**src/rtl/wb_stage_if.sv**
```systemverilog
// wb_stage_if: memory-stage handshake, decode read ports and forwarding
// outputs of the write-back stage, bundled as one interface.
// master = the upstream/decode side, slave = wb_stage itself.
interface wb_stage_if;
    logic        hold;
    logic        flush;
    logic        validIn;
    logic        regWriteIn;
    logic        memToRegIn;
    logic [2:0]  RdIn;
    logic [7:0]  ALUResIn;
    logic [7:0]  readDataIn;
    logic [2:0]  rs1Addr;
    logic [2:0]  rs2Addr;
    logic [7:0]  rs1Data;
    logic [7:0]  rs2Data;
    logic        wbRegWrite;
    logic [2:0]  wbRd;
    logic [7:0]  wbData;
    logic [15:0] retireCount;

    modport master (
        output hold, flush, validIn, regWriteIn, memToRegIn, RdIn,
               ALUResIn, readDataIn, rs1Addr, rs2Addr,
        input  rs1Data, rs2Data, wbRegWrite, wbRd, wbData, retireCount
    );

    modport slave (
        input  hold, flush, validIn, regWriteIn, memToRegIn, RdIn,
               ALUResIn, readDataIn, rs1Addr, rs2Addr,
        output rs1Data, rs2Data, wbRegWrite, wbRd, wbData, retireCount
    );
endinterface

```
**src/rtl/wb_stage.sv**
```systemverilog
// wb_stage: MEM/WB pipeline register, write-back mux, 8x8 register file
// (R0 hardwired to zero) and a 16-bit retired-instruction counter.
// Optional feature macro: WB_BYPASS_EN -- when defined, a read of the
// register being written this cycle returns the write-back value.
module wb_stage (
    input  logic         clk,
    input  logic         rst_n,
    wb_stage_if.slave    bus
);
    // MEM/WB register fields
    logic        valid_q,     valid_d;
    logic        committed_q, committed_d;
    logic        reg_write_q, reg_write_d;
    logic        mem_to_reg_q, mem_to_reg_d;
    logic [2:0]  rd_q,        rd_d;
    logic [7:0]  alu_res_q,   alu_res_d;
    logic [7:0]  read_data_q, read_data_d;

    // Architectural state
    logic [7:0]  regs_q [8];
    logic [7:0]  regs_d [8];
    logic [15:0] retire_count_q, retire_count_d;

    // Write-back view of the current MEM/WB contents
    logic        wb_reg_write_s;
    logic [7:0]  wb_data_s;
    logic        retire_s;
    logic [7:0]  rs1_data_s;
    logic [7:0]  rs2_data_s;

    // Register-file read with R0 forced to zero and optional same-cycle bypass
    function automatic logic [7:0] rf_read(
        input logic [2:0] addr,
        input logic [7:0] arr [8],
        input logic       wr_en,
        input logic [2:0] wr_addr,
        input logic [7:0] wr_data
    );
        logic [7:0] val;
        if (addr == 3'd0) begin
            val = 8'h00;
        end else begin
`ifdef WB_BYPASS_EN
            if (wr_en && (wr_addr == addr)) begin
                val = wr_data;
            end else begin
                val = arr[addr];
            end
`else
            val = arr[addr];
`endif
        end
        return val;
    endfunction

    // Write-back select and commit qualification from pre-edge MEM/WB state
    always_comb begin
        wb_data_s      = mem_to_reg_q ? read_data_q : alu_res_q;
        retire_s       = valid_q & ~committed_q;
        wb_reg_write_s = retire_s & reg_write_q & (rd_q != 3'd0);
    end

    // MEM/WB next state: flush beats hold beats load; a held slot is marked committed
    always_comb begin
        valid_d      = valid_q;
        committed_d  = committed_q;
        reg_write_d  = reg_write_q;
        mem_to_reg_d = mem_to_reg_q;
        rd_d         = rd_q;
        alu_res_d    = alu_res_q;
        read_data_d  = read_data_q;
        if (bus.flush) begin
            valid_d     = 1'b0;
            committed_d = 1'b0;
        end else if (bus.hold) begin
            committed_d = valid_q;
        end else begin
            valid_d      = bus.validIn;
            committed_d  = 1'b0;
            reg_write_d  = bus.regWriteIn;
            mem_to_reg_d = bus.memToRegIn;
            rd_d         = bus.RdIn;
            alu_res_d    = bus.ALUResIn;
            read_data_d  = bus.readDataIn;
        end
    end

    // Register-file and retire-counter next state (independent of flush/hold)
    always_comb begin
        regs_d = regs_q;
        if (wb_reg_write_s) begin
            regs_d[rd_q] = wb_data_s;
        end else begin
            regs_d = regs_q;
        end
        if (retire_s) begin
            retire_count_d = retire_count_q + 16'd1;
        end else begin
            retire_count_d = retire_count_q;
        end
    end

    // State registers with asynchronous clear
    always_ff @(posedge clk or negedge rst_n) begin
        if (!rst_n) begin
            valid_q        <= 1'b0;
            committed_q    <= 1'b0;
            reg_write_q    <= 1'b0;
            mem_to_reg_q   <= 1'b0;
            rd_q           <= 3'd0;
            alu_res_q      <= 8'h00;
            read_data_q    <= 8'h00;
            retire_count_q <= 16'd0;
            for (int i = 0; i < 8; i++) begin
                regs_q[i] <= 8'h00;
            end
        end else begin
            valid_q        <= valid_d;
            committed_q    <= committed_d;
            reg_write_q    <= reg_write_d;
            mem_to_reg_q   <= mem_to_reg_d;
            rd_q           <= rd_d;
            alu_res_q      <= alu_res_d;
            read_data_q    <= read_data_d;
            retire_count_q <= retire_count_d;
            for (int i = 0; i < 8; i++) begin
                regs_q[i] <= regs_d[i];
            end
        end
    end

    // Decode read ports
    always_comb begin
        rs1_data_s = rf_read(bus.rs1Addr, regs_q, wb_reg_write_s, rd_q, wb_data_s);
        rs2_data_s = rf_read(bus.rs2Addr, regs_q, wb_reg_write_s, rd_q, wb_data_s);
    end

    assign bus.rs1Data     = rs1_data_s;
    assign bus.rs2Data     = rs2_data_s;
    assign bus.wbRegWrite  = wb_reg_write_s;
    assign bus.wbRd        = rd_q;
    assign bus.wbData      = wb_data_s;
    assign bus.retireCount = retire_count_q;
endmodule

```
**src/flat_wrapper.sv**
```systemverilog
// flat-port wrapper written by rule: the top's interface ports become plain ports
module wb_stage_flat 
  (clk, rst_n, bus_hold, bus_flush, bus_validIn, bus_regWriteIn, bus_memToRegIn, bus_RdIn, bus_ALUResIn, bus_readDataIn, bus_rs1Addr, bus_rs2Addr, bus_rs1Data, bus_rs2Data, bus_wbRegWrite, bus_wbRd, bus_wbData, bus_retireCount);
  wb_stage_if bus_i ();
  input  logic clk;
  input  logic rst_n;
  input wire logic [$bits(bus_i.hold)-1:0] bus_hold;
  input wire logic [$bits(bus_i.flush)-1:0] bus_flush;
  input wire logic [$bits(bus_i.validIn)-1:0] bus_validIn;
  input wire logic [$bits(bus_i.regWriteIn)-1:0] bus_regWriteIn;
  input wire logic [$bits(bus_i.memToRegIn)-1:0] bus_memToRegIn;
  input wire logic [$bits(bus_i.RdIn)-1:0] bus_RdIn;
  input wire logic [$bits(bus_i.ALUResIn)-1:0] bus_ALUResIn;
  input wire logic [$bits(bus_i.readDataIn)-1:0] bus_readDataIn;
  input wire logic [$bits(bus_i.rs1Addr)-1:0] bus_rs1Addr;
  input wire logic [$bits(bus_i.rs2Addr)-1:0] bus_rs2Addr;
  output wire logic [$bits(bus_i.rs1Data)-1:0] bus_rs1Data;
  output wire logic [$bits(bus_i.rs2Data)-1:0] bus_rs2Data;
  output wire logic [$bits(bus_i.wbRegWrite)-1:0] bus_wbRegWrite;
  output wire logic [$bits(bus_i.wbRd)-1:0] bus_wbRd;
  output wire logic [$bits(bus_i.wbData)-1:0] bus_wbData;
  output wire logic [$bits(bus_i.retireCount)-1:0] bus_retireCount;
  assign bus_i.hold = bus_hold;
  assign bus_i.flush = bus_flush;
  assign bus_i.validIn = bus_validIn;
  assign bus_i.regWriteIn = bus_regWriteIn;
  assign bus_i.memToRegIn = bus_memToRegIn;
  assign bus_i.RdIn = bus_RdIn;
  assign bus_i.ALUResIn = bus_ALUResIn;
  assign bus_i.readDataIn = bus_readDataIn;
  assign bus_i.rs1Addr = bus_rs1Addr;
  assign bus_i.rs2Addr = bus_rs2Addr;
  assign bus_rs1Data = bus_i.rs1Data;
  assign bus_rs2Data = bus_i.rs2Data;
  assign bus_wbRegWrite = bus_i.wbRegWrite;
  assign bus_wbRd = bus_i.wbRd;
  assign bus_wbData = bus_i.wbData;
  assign bus_retireCount = bus_i.retireCount;
  wb_stage u_core (.clk(clk), .rst_n(rst_n), .bus(bus_i));
endmodule
```
**config.mk**
```make
export PLATFORM = sky130hd
export DESIGN_NAME = wb_stage_flat
export DESIGN_NICKNAME = d
export VERILOG_FILES = /design/src/rtl/wb_stage_if.sv /design/src/rtl/wb_stage.sv /design/src/flat_wrapper.sv
export SDC_FILE = /design/constraint.sdc
export NUM_CORES = 1
export LEC_CHECK = 0
export CAP_MARGIN = 20
export CORE_UTILIZATION = 40
export DETAILED_ROUTE_END_ITERATION = 6
export PLACE_DENSITY = 0.69
export SLEW_MARGIN = 30
export SYNTH_ARGS = -nofsm -noshare
export SYNTH_HDL_FRONTEND = slang
export SYNTH_SLANG_ARGS = --single-unit
```
**constraint.sdc**
```tcl
create_clock -name clk -period 3.9 [get_ports clk]
set_clock_uncertainty 0.15 [all_clocks]
set_input_delay 0.39 -clock clk [delete_from_list [all_inputs] [get_ports clk]]
set_output_delay 0.39 -clock clk [all_outputs]
set_load 0.03 [all_outputs]
```
# Word-level counts from Yosys, hierarchy flattened
# Cells that the tools add are included.
# totals
register_bits,103
input_bits,32
out_inout_bits,44
wordCells,52
# op_classes
n_addsub,1
magnitude_cmp,4
eq_ne,1
mux,16
bitwise_logic,9
reduce_logical,5
# ops
op,count
$bwmux W64,1
$mux W8,8
$bmux W8 S3,2
$demux W8 S3,1
$add A16 B1 Y16 const B,1
$ge A4 B4 Y1 const B,3
$not A3 Y4,3
$logic_not A3 Y1,2
$lt A4 B1 Y1 const B,1
$mux W1,4
$and A1 B1 Y1,3
$not A1 Y1,3
$reduce_bool A3 Y1,1
$ne A2 B1 Y1 const B,1
$reduce_and A2 Y1,1
$logic_and A1 B1 Y1,1

# Depth between registers and ports, before layout
# Gate-level depths: netlist of the first run.
# logic_depth
ltp_word,6
ltp_mapped,6
mapped_depth_nobuf,4

# Worst setup path before layout of the first run
# Ideal clock, no wire load.
# synth_timing
path_type,in2out
start,input port bus_rs2Addr[0]
end,output port bus_rs2Data[5]
arrival_ps,1733
required_time_ps,3360
setup_slack_ps,1627
path_stages,5
path_buffers,2
cell_sequence,buf_2 buf_2 mux4_2 nand2_1 o21ai_0
# synth_via
elab_chain_cells,5
word_cells_on_any_way,6
cone_classes,4 x mux; 1 x bitwise; 1 x reduce/logical
# synth_lines
item,line_no,rtl
"start, declared",flat_wrapper.sv:16,input wire logic [$bits(bus_i.rs2Addr)-1:0] bus_rs2Addr;
$not A3 Y4 (implied by the code),wb_stage.sv:50,val = arr[addr];
$bmux W8 S3,wb_stage.sv:50,
$mux W8 (implied by the code) (2 in series),wb_stage.sv:50,
$mux W8 (*),wb_stage.sv:40,if (addr == 3'd0) begin
"end, declared",flat_wrapper.sv:18,output wire logic [$bits(bus_i.rs2Data)-1:0] bus_rs2Data;
# Every way passes the cells marked *; elsewhere a longest branch is shown, timed or not. The select of a mux whose other input is x is not followed.

# Final worst setup path of the first run
# layout_timing
start,input port bus_rs1Addr[1]
end,output port bus_rs1Data[1]
# layout_via
elab_chain_cells,5
word_cells_on_any_way,6
cone_classes,4 x mux; 1 x bitwise; 1 x reduce/logical
# layout_lines
item,line_no,rtl
"start, declared",flat_wrapper.sv:15,input wire logic [$bits(bus_i.rs1Addr)-1:0] bus_rs1Addr;
$not A3 Y4 (implied by the code),wb_stage.sv:50,
$bmux W8 S3,wb_stage.sv:50,
$mux W8 (implied by the code) (2 in series),wb_stage.sv:50,
$mux W8 (*),wb_stage.sv:40,
"end, declared",flat_wrapper.sv:17,output wire logic [$bits(bus_i.rs1Data)-1:0] bus_rs1Data;
# Marks and branches as above.

==> results by stage, run 1 <==
Outcome:
- The flow ran to the end, and the final reports show no timing, DRC or antenna violations.

Floorplanning:
- The y dimension of the die is 109 microns.
- The initial cell density of the core is 0.418.
- For this design the top-level I/O count stands at 76.
- The width of the die is 109 microns.
- The core region is 0.0110 sq mm.
- After floorplanning, the core was divided into 38 placement rows.
- The area enclosed by the die boundary is 0.0119 sq mm.

Timing:
- The hold violation total from the final report came to 0.
- The slew at the pin closest to its max-slew limit is 0.845 ns.
- The number of setup violations in the final report is 0.
- The shortest period the worst path allows is 3.20 ns.
- The worst hold margin is 0.328 ns.
- In the post-route analysis, the smallest setup slack over all paths is 0.697 ns.
- The relative slew slack is 0.434.
- Static timing analysis puts the maximum clock frequency at 312 MHz.
- The setup TNS is 0 ns.
- Setup repair after global routing left no endpoint under its margin.
- In the finished design, the share of the clock period the worst path needs comes to 0.821.
- The final-report max-slew violation count is 0.

Setup path:
- The startpoint of the most critical setup path is bus_rs1Addr[1].
- In this run the critical register-to-register path is captured at u_core.regs_q[22]$_DFFE_PN0P_.
- In this run the worst path has a maximum fanout of 10.
- The critical path in this run is classified as primary input to output pin.
- The nature of the critical path endpoint is an output pin.
- Following the worst setup path forward leads to its endpoint at bus_rs1Data[1].
- The launching point of the worst reg2reg path is u_core.bus.wbRd[0]$_DFFE_PN0P_.
- The worst setup path is launched from a primary input.
- The data arrival time at the worst-slack endpoint is 2.66 ns.
- Measured in cells, the most critical reg-to-reg path has a length of 4.
- Setup slack on the worst reg-to-reg path comes out at 1.82 ns.
- The required arrival time at the worst endpoint is 3.36 ns.

Routing:
- The pre-antenna-repair detailed-routing pass consisted of 4 iterations.
- The routed layout has 3,364 vias.
- The DRC violation total after the first TritonRoute iteration is 202.
- The count of nets left with antenna violations once routing finished came out at 0.
- Dividing the detail-routed via count by the number of cells gives 5.35.
- The detailed-route wire length per cell is 16.2 microns.
- The total wirelength of the detailed-routed design is 10,200 microns.
- The count of unresolved DRC violations after routing is 0.

Power and ir drop:
- In this run the static leakage power is 2.49 nW.
- For this design the ratio of total power to cell area is 616 mW/mm^2.
- Across the VDD grid, the largest voltage drop is 0.314 mV.

Synth:
- By area the synthesized netlist is led by dfrtp_1 52%, mux2_2 9.1%, mux4_2 7.9%.
- After synthesis the netlist holds a flip-flop and latch count of 95.
- The synthesized area per cell is 11.2 sq um.
- The post-synthesis async set-or-reset flop share is 1.00.
- Summed over all instances, the cell type with the most area after synthesis is dfrtp_1.
- Yosys mapped a number of flops with a built-in enable equal to 0.
- The share of synthesized area in the top cell type comes to 0.518.
- The Yosys warning count is 0.
- The number of different library cells in the post-synthesis netlist is 36.
- The synthesized cell area is 0.00459 sq mm.
- The count of mapped cells out of synthesis is 411.
- The top flip-flop cell by instance count after synthesis is dfrtp_1.
- For this run, the register share of the synthesized area comes to 0.518.
- The number of nets handed over by synthesis was 444.

Global routing:
- The number of antenna violations at the first check in global routing is 0.
- In the global route stage, overall resource usage came out at 0.187.
- The via count of the first global-routing pass is 3,581.
- The maximum number of pins on one net before global-route repair is 76.
- The total congestion overflow after global routing is 0.
- The first global-routing pass estimated 17,200 microns of wire.

Clocking:
- The TritonCTS sink count is 95.
- In this run the clock root is driven by a clkbuf_16.
- After clock tree synthesis, the clock-pin slew on the worst setup and hold paths is 0.06 ns.
- The number of clock buffers added by TritonCTS is 9.
- The maximum level of the CTS H-tree is 3.
- The clock passes through at most 2 buffers.
- TritonCTS built the clock tree.
- The clock insertion delay at the later pin of the skew report is 0.33 ns.

Final layout:
- The layout cell share with drive strength beyond 1 is 0.176.
- At the end of the flow, the number of nets in the layout was 517.
- The count of antenna diodes in the layout is 0.
- The relative area change from synthesis to final layout is 26.4%.

Hold path:
- In this run the most critical hold path is launched from u_core.bus.retireCount[15]$_DFFE_PN0P_.
- The path class of the lowest-slack min-delay path is flop to flop.

Placed design:
- The setup slack at placement is 0.692 ns.
- The detailed placement HPWL is 7280 microns.
- The placer's final routability congestion estimate is 0.789.
- The number of buffers added on ports is 75.

Job:
- The max capacitance violation total is 0.
[synth_stat cells (all sizes together) (2+ instances only)]
| cell | number |
|---|---|
| nor3 | 6 |
| or4b | 2 |
| buf | 18 |
| mux2 | 37 |
| and4 | 2 |
| nand4 | 4 |
| a21o | 2 |
| nand3 | 5 |
| inv | 17 |
| nor3b | 2 |
| a221oi | 7 |
| mux4 | 16 |
| xor2 | 7 |
| xnor2 | 8 |
| nor2 | 38 |
| dfrtp | 95 |
| a22oi | 8 |
| clkbuf | 8 |
| mux2i | 9 |
| a21oi | 40 |
| nor2b | 3 |
| o21ai | 32 |
| nand2 | 37 |
[area by class of cell]
type	instances	area (sq um)
Fill cell	980	5190
Inverter	17	63.8
Clock inverter	5	56.3
Multi-Input combinational cell	273	2030
Sequential cell	95	2380
Timing Repair Buffer	88	852
Tap cell	140	175
Clock buffer	11	243
[state kept, by name, summed over array words and instances (netlist names)]
register                flops
u_core.alu_res_q            8
u_core.regs_q              56
u_core.read_data_q          8
u_core.valid_q              1
u_core.bus.retireCount     16
u_core.reg_write_q          1
u_core.bus.wbRd             3
u_core.mem_to_reg_q         1
u_core.committed_q          1
[power breakdown]
| part | switching (W) | leakage (nW) | total, W | internal [W] |
|---|---|---|---|---|
| Sequential | 0.000255 | 1.21 | 0.00153 | 0.00127 |
| Clock | 0.000358 | 0.146 | 0.000873 | 0.000515 |
| Combinational | 0.000585 | 1.13 | 0.00117 | 0.000585 |
[layout by cell type, fill, tap and decap left out, types with 12 or more instances in the layout]
cell,n
a21oi_1,40
mux2_2,37
nor2_1,36
o21ai_1,24
buf_4,12
mux4_2,16
inv_1,17
clkdlybuf4s50_1,74
nand2_1,37
dfrtp_1,95
[worst min path at each step]
stage / to / slack, ns / cells after the start
CTS: u_core.regs_q[49]$_DFFE_PN0P_ / 0.09 / 1
detailed placement: u_core.bus.retireCount[15]$_DFFE_PN0P_ / 0.31 / 1
global route: u_core.bus.retireCount[15]$_DFFE_PN0P_ / 0.35 / 1
floorplan: u_core.alu_res_q[0]$_DFFE_PN0P_ / -0.06 / 0
finish: u_core.bus.retireCount[15]$_DFFE_PN0P_ / 0.33 / 1
global placement: u_core.bus.retireCount[15]$_DFFE_PN0P_ / 0.31 / 1
[cells by family after synthesis]
group,Yosys count,synth area share
and+or+nand+nor,105,0.107
DFF,95,0.518
AOI/OAI and AO/OA,90,0.110
muxes,62,0.189
buffers and inverters,43,0.0442
xor gates and xnor gates,15,0.0286
adders and majority gates,1,0.00273
[critical path: stages]
cell             delay, ns
clkdlybuf4s50_1       0.69
buf_4                 0.28
mux2_2                0.35
a221oi_1              0.24
a21oi_1               0.07
clkdlybuf4s50_1       0.62
[metrics by stage]
step | cell area (sq um) | instances | utilization | power, W
2_1_floorplan | 4590 | 411 | - | 0.00225
3_3_place_gp | 5460 | 612 | 0.497 | 0.00265
3_5_place_dp | 5470 | 612 | 0.498 | 0.00271
4_1_cts | 5770 | 628 | 0.525 | 0.00360
5_1_grt | 5800 | 629 | 0.528 | 0.00380
6_report | 5800 | 629 | 0.528 | 0.00357
[timing repair]
item / 4_1_cts / 5_1_grt
hold buffers: 0 / 1
buffers inserted: 0 / 0
endpoints found under the hold margin: 0 / 70
gates resized for setup: 0 / 0
[per-layer routing]
metal | up-vias | global-route usage | routed length, microns
met1 | 1622 | 0.236 | 4450
met5 | - | 0 | 0
met3 | 9 | 0.0586 | 884
met2 | 132 | 0.306 | 4770
met4 | 0 | 0.0598 | 92
li1 | 1601 | - | -
Note: power is estimated with default switching activity, not from simulation.
==> run 2, diff against run 1 <==
--- a/config.mk
+++ b/config.mk
@@ -8,7 +8,7 @@
 export CAP_MARGIN = 20
 export CORE_UTILIZATION = 40
 export DETAILED_ROUTE_END_ITERATION = 6
-export PLACE_DENSITY = 0.69
+export PLACE_DENSITY = 0.71
 export SLEW_MARGIN = 30
 export SYNTH_ARGS = -nofsm -noshare
 export SYNTH_HDL_FRONTEND = slang
==> constraint.sdc (replaced) <==
create_clock -name clk -period 2.66 [get_ports clk]
set_clock_uncertainty 0.15 [all_clocks]
set_input_delay 0.266 -clock clk [delete_from_list [all_inputs] [get_ports clk]]
set_output_delay 0.266 -clock clk [all_outputs]
set_load 0.03 [all_outputs]
==> run 2 against run 1 <==
  * Clock-buffer cell count down 1
  * Worst setup slack lost 0.55 ns
  * Routed wire length increased by 3.8%
  * Final cell count grew 1.4%
  * Sequential cell count stayed put
  * First-iteration DRC count fell by 16%
  * Worst hold slack got worse by 0.00052 ns
  * Total power is 50% higher
  * Global-route usage rose by 0.89 points
  * Die area did not move
  * Largest power group unchanged
  * Highest routed layer unchanged
==> results by stage, run 2 (synthesized netlist as in run 1, its figures left out) <==
Outcome:
- Result of the run: finished clean (unchanged).

Setup path:
- The launching point of the worst reg2reg path is u_core.committed_q$_DFF_PN0_ (was u_core.bus.wbRd[0]$_DFFE_PN0P_).
- The startpoint type of the worst setup path is a flop (was primary input).
- The data arrival time at the worst-slack endpoint is 2.10 ns (was 2.66 ns).
- The end of the worst register-to-register path is u_core.regs_q[44]$_DFFE_PN0P_ (was u_core.regs_q[22]$_DFFE_PN0P_).
- The worst-path cell with the longest stage delay is dfrtp_1 (was clkdlybuf4s50_1).
- Crit-path cells: mux2i_1 > inv_1 > clkdlybuf4s50_1 (was clkdlybuf4s50_1 > buf_4 > mux2_2 > a221oi_1 > a21oi_1 > clkdlybuf4s50_1).
- The nature of the critical path endpoint is an output pin (unchanged).
- The largest incremental delay on the critical path is 0.65 ns (was 0.69 ns).
- The required arrival time at the worst endpoint is 2.24 ns (was 3.36 ns).
- The setup slack of the most critical reg-to-reg path is 0.69 ns (was 1.82 ns).
- The critical path class is flop to output pin (was primary input to output pin).
- The count of cells along the worst register-to-register path is 4 (unchanged).
- The maximum fanout along the worst path was 9 (was 10).

Timing:
- The fmax is 398 MHz.
- For the finished layout, the period the worst path requires is 2.52 ns.
- The slew at the pin closest to its max-slew limit came to 0.778 ns (was 0.845 ns).
- The relative slew slack is 0.481 (was 0.434).
- The hold violation total from the final report was 0 (unchanged).
- The setup slack after layout came to 0.144 ns (was 0.697 ns).
- RSZ-0062 raised after global routing: no (unchanged).
- The post-route clock period utilization is 0.946.
- The final-report max-slew violation count is 0 (unchanged).
- The number of setup violations in the final report is 0 (unchanged).
- The setup TNS is 0 ns (unchanged).

Clocking:
- The maximum level of the CTS H-tree is 3 (unchanged).
- The root buffer cell was clkbuf_16 (unchanged).
- The number of buffers inserted during clock tree synthesis is 9 (unchanged).
- The clock slew at the register clock pins of the worst setup and hold paths is 0.07 ns (was 0.06 ns).
- The maximum clock path buffer count is 2 (unchanged).
- The post-cts gate resize count is 0 (unchanged).
- The TritonCTS sink count is 95 (unchanged).
- The TritonCTS clock tree is done (unchanged).
- The clock insertion delay at the later pin of the skew report is 0.33 ns (about the same).

Final layout:
- The most frequent standard cell in the layout excluding fill and tap cells is dfrtp_1 (unchanged).
- The register with the most flip-flops is u_core.regs_q (unchanged).
- The flip-flop count of the largest register after layout is 56 (unchanged).
- The count of filler cells inserted in the layout is 961 (was 980).
- The count of antenna diodes in the layout is 0 (unchanged).
- The count of non-filler cells in the finished layout is 638 (was 629).
- The net count of the finished layout is 526 (was 517).
- Commonest cells after routing, fill and taps aside: 95 x dfrtp_1, 58 x clkdlybuf4s50_1, 40 x a21oi_1 (was 95 x dfrtp_1, 74 x clkdlybuf4s50_1, 40 x a21oi_1).
- The final core utilization is 0.535 (was 0.528).
- The layout cell share with drive strength beyond 1 was 0.221 (was 0.176).
- The relative area change from synthesis to final layout came to 28.0% (was 26.4%).

Job:
- The max capacitance violation total is 0 (unchanged).

Power and ir drop:
- The power density normalized to cell area is 910 mW/mm^2 (was 616 mW/mm^2).
- The power dissipated by switching net loads is 0.00180 W (was 0.00120 W).
- The internal portion of total power is 0.00354 W (was 0.00237 W).
- The sequential fraction of design power is 0.424 (was 0.428).
- The largest vdd supply drop is 0.570 mV (was 0.314 mV).
- The leakage dissipation is 2.58 nW (was 2.49 nW).
- The combinational fraction of design power is 0.320 (was 0.328).
- The net switching share of the total power is 0.337 (was 0.335).
- The clock network power share is 0.256 (was 0.244).
- The post-layout total power is 0.00534 W (was 0.00357 W).

Global routing:
- The total congestion overflow after global routing is 0 (unchanged).
- The number of antenna violations at the first check in global routing is 0 (unchanged).
- The wire length of the first global-routing pass came to 18,000 microns (was 17,200 microns).
- The global-route usage over all layers was 0.196 (was 0.187).
- The maximum number of pins on one net before global-route repair was 61 (was 76).
- The via count of the first global-routing pass came to 3,546 (was 3,581).

Routing:
- The post-route antenna net violation count is 0 (unchanged).
- The total wirelength of the detailed-routed design is 10,600 microns (was 10,200 microns).
- The length of the first detailed-routing pass in iterations came to 4 (unchanged).
- The total via count in the routed design is 3,468 (was 3,364).
- The detailed-route wire length per cell is 16.6 microns (was 16.2 microns).
- The average vias per placed instance is 5.44 (was 5.35).
- The count of unresolved DRC violations after routing is 0 (unchanged).
- The DRC violation total after the first TritonRoute iteration is 169 (was 202).

Placed design:
- The placer's final routability congestion estimate is 0.837 (was 0.789).
- The number of buffers added on ports came to 75 (unchanged).
- The setup slack at placement is 0.255 ns (was 0.692 ns).
- The detailed placement HPWL is 7620 microns (was 7280 microns).
- The number of placed instances with taps included was 621 (was 612).

Floorplanning:
- The area enclosed by the die boundary was 0.0119 sq mm (unchanged).
- The initial cell density of the core is 0.418 (unchanged).
- The y dimension of the die is 109 microns (unchanged).
- The core outline area is 0.0110 sq mm (unchanged).
- The placement row count was 38 (unchanged).
- The number of I/O pins is 76 (unchanged).
- The width of the die is 109 microns (unchanged).

Hold path:
- The hold path depth is 1 (unchanged).
- The worst hold endpoint is u_core.bus.retireCount[15]$_DFFE_PN0P_ (unchanged).
- The worst min-delay path startpoint was u_core.bus.retireCount[15]$_DFFE_PN0P_ (unchanged).
- The path class of the lowest-slack min-delay path is flop to flop (unchanged).
-- run 2: cell count changes in the layout (fill, tap and decap cells not counted), sizes merged --
cell | previous run | this run
buf | 13 | 38
clkdlybuf4s50 | 74 | 58
clkbuf | 11 | 10
bufinv | 1 | 2
clkinv | 2 | 1
inv | 18 | 19
-- run 2: worst max-delay path, delay by kind of cell, from the launching register on --
kind	cells	cell delay, ns
buf+inv	2	0.69
flops	1	0.65
mux	1	0.43
-- run 2: power groups by stage --
stage	Sequential, W	Clock (W)	Combinational, W
after floorplan	0.00222	0	0.00108
after global placement	0.00225	0	0.00165
after detailed placement	0.00228	0	0.00171
after CTS	0.00226	0.00140	0.00172
after global routing	0.00232	0.00146	0.00188
final	0.00227	0.00137	0.00171
-- run 2: worst max-delay path by stage --
| stage | slack [ns] | from | cells past startpoint | to |
|---|---|---|---|---|
| after floorplan | 0.64 | bus_rs2Addr[0] | 5 | bus_rs2Data[5] |
| after global placement | 0.27 | bus_rs1Addr[1] | 6 | bus_rs1Data[7] |
| after detailed placement | 0.26 | bus_rs1Addr[1] | 6 | bus_rs1Data[7] |
| after CTS | 0.1 | u_core.mem_to_reg_q$_DFFE_PN0P_ | 3 | bus_wbData[0] |
| after global routing | 0.002 | u_core.mem_to_reg_q$_DFFE_PN0P_ | 3 | bus_wbData[0] |
| final | 0.14 | u_core.mem_to_reg_q$_DFFE_PN0P_ | 3 | bus_wbData[3] |
-- run 2: per-layer routing --
| layer | GRT usage | share of wire | vias to the layer above |
|---|---|---|---|
| met3 | 0.0568 | 0.081 | 10 |
| met4 | 0.0444 | 0.010 | 0 |
| met5 | 0 | 0 | - |
| li1 | - | - | 1624 |
| met1 | 0.263 | 0.45 | 1704 |
| met2 | 0.315 | 0.46 | 130 |
-- run 2: final cells by class --
type,count,area (sq um),area share
multi-input combinational,273,2010,0.342
sequential,95,2380,0.405
timing repair buffer,97,926,0.158
inverter,17,63.8,0.0109
clock inverter,6,90.1,0.0153
tap,140,175,0.0298
clock buffer,10,229,0.0390
-- run 2: per-stage QoR --
stage / area, sq um / hold WS [ns]
6_report: 5870 / 0.328
5_1_grt: 5870 / 0.366
4_1_cts: 5870 / 0.328
3_5_place_dp: 5540 / 0.253
3_3_place_gp: 5540 / 0.233
2_1_floorplan: 4590 / -0.180
-- run 2: what timing repair did --
item                                    CTS  global route
hold buffers                              1             0
endpoints found under the setup margin    0             0
buffers inserted                          0             0
hold endpoints to repair                 59             0
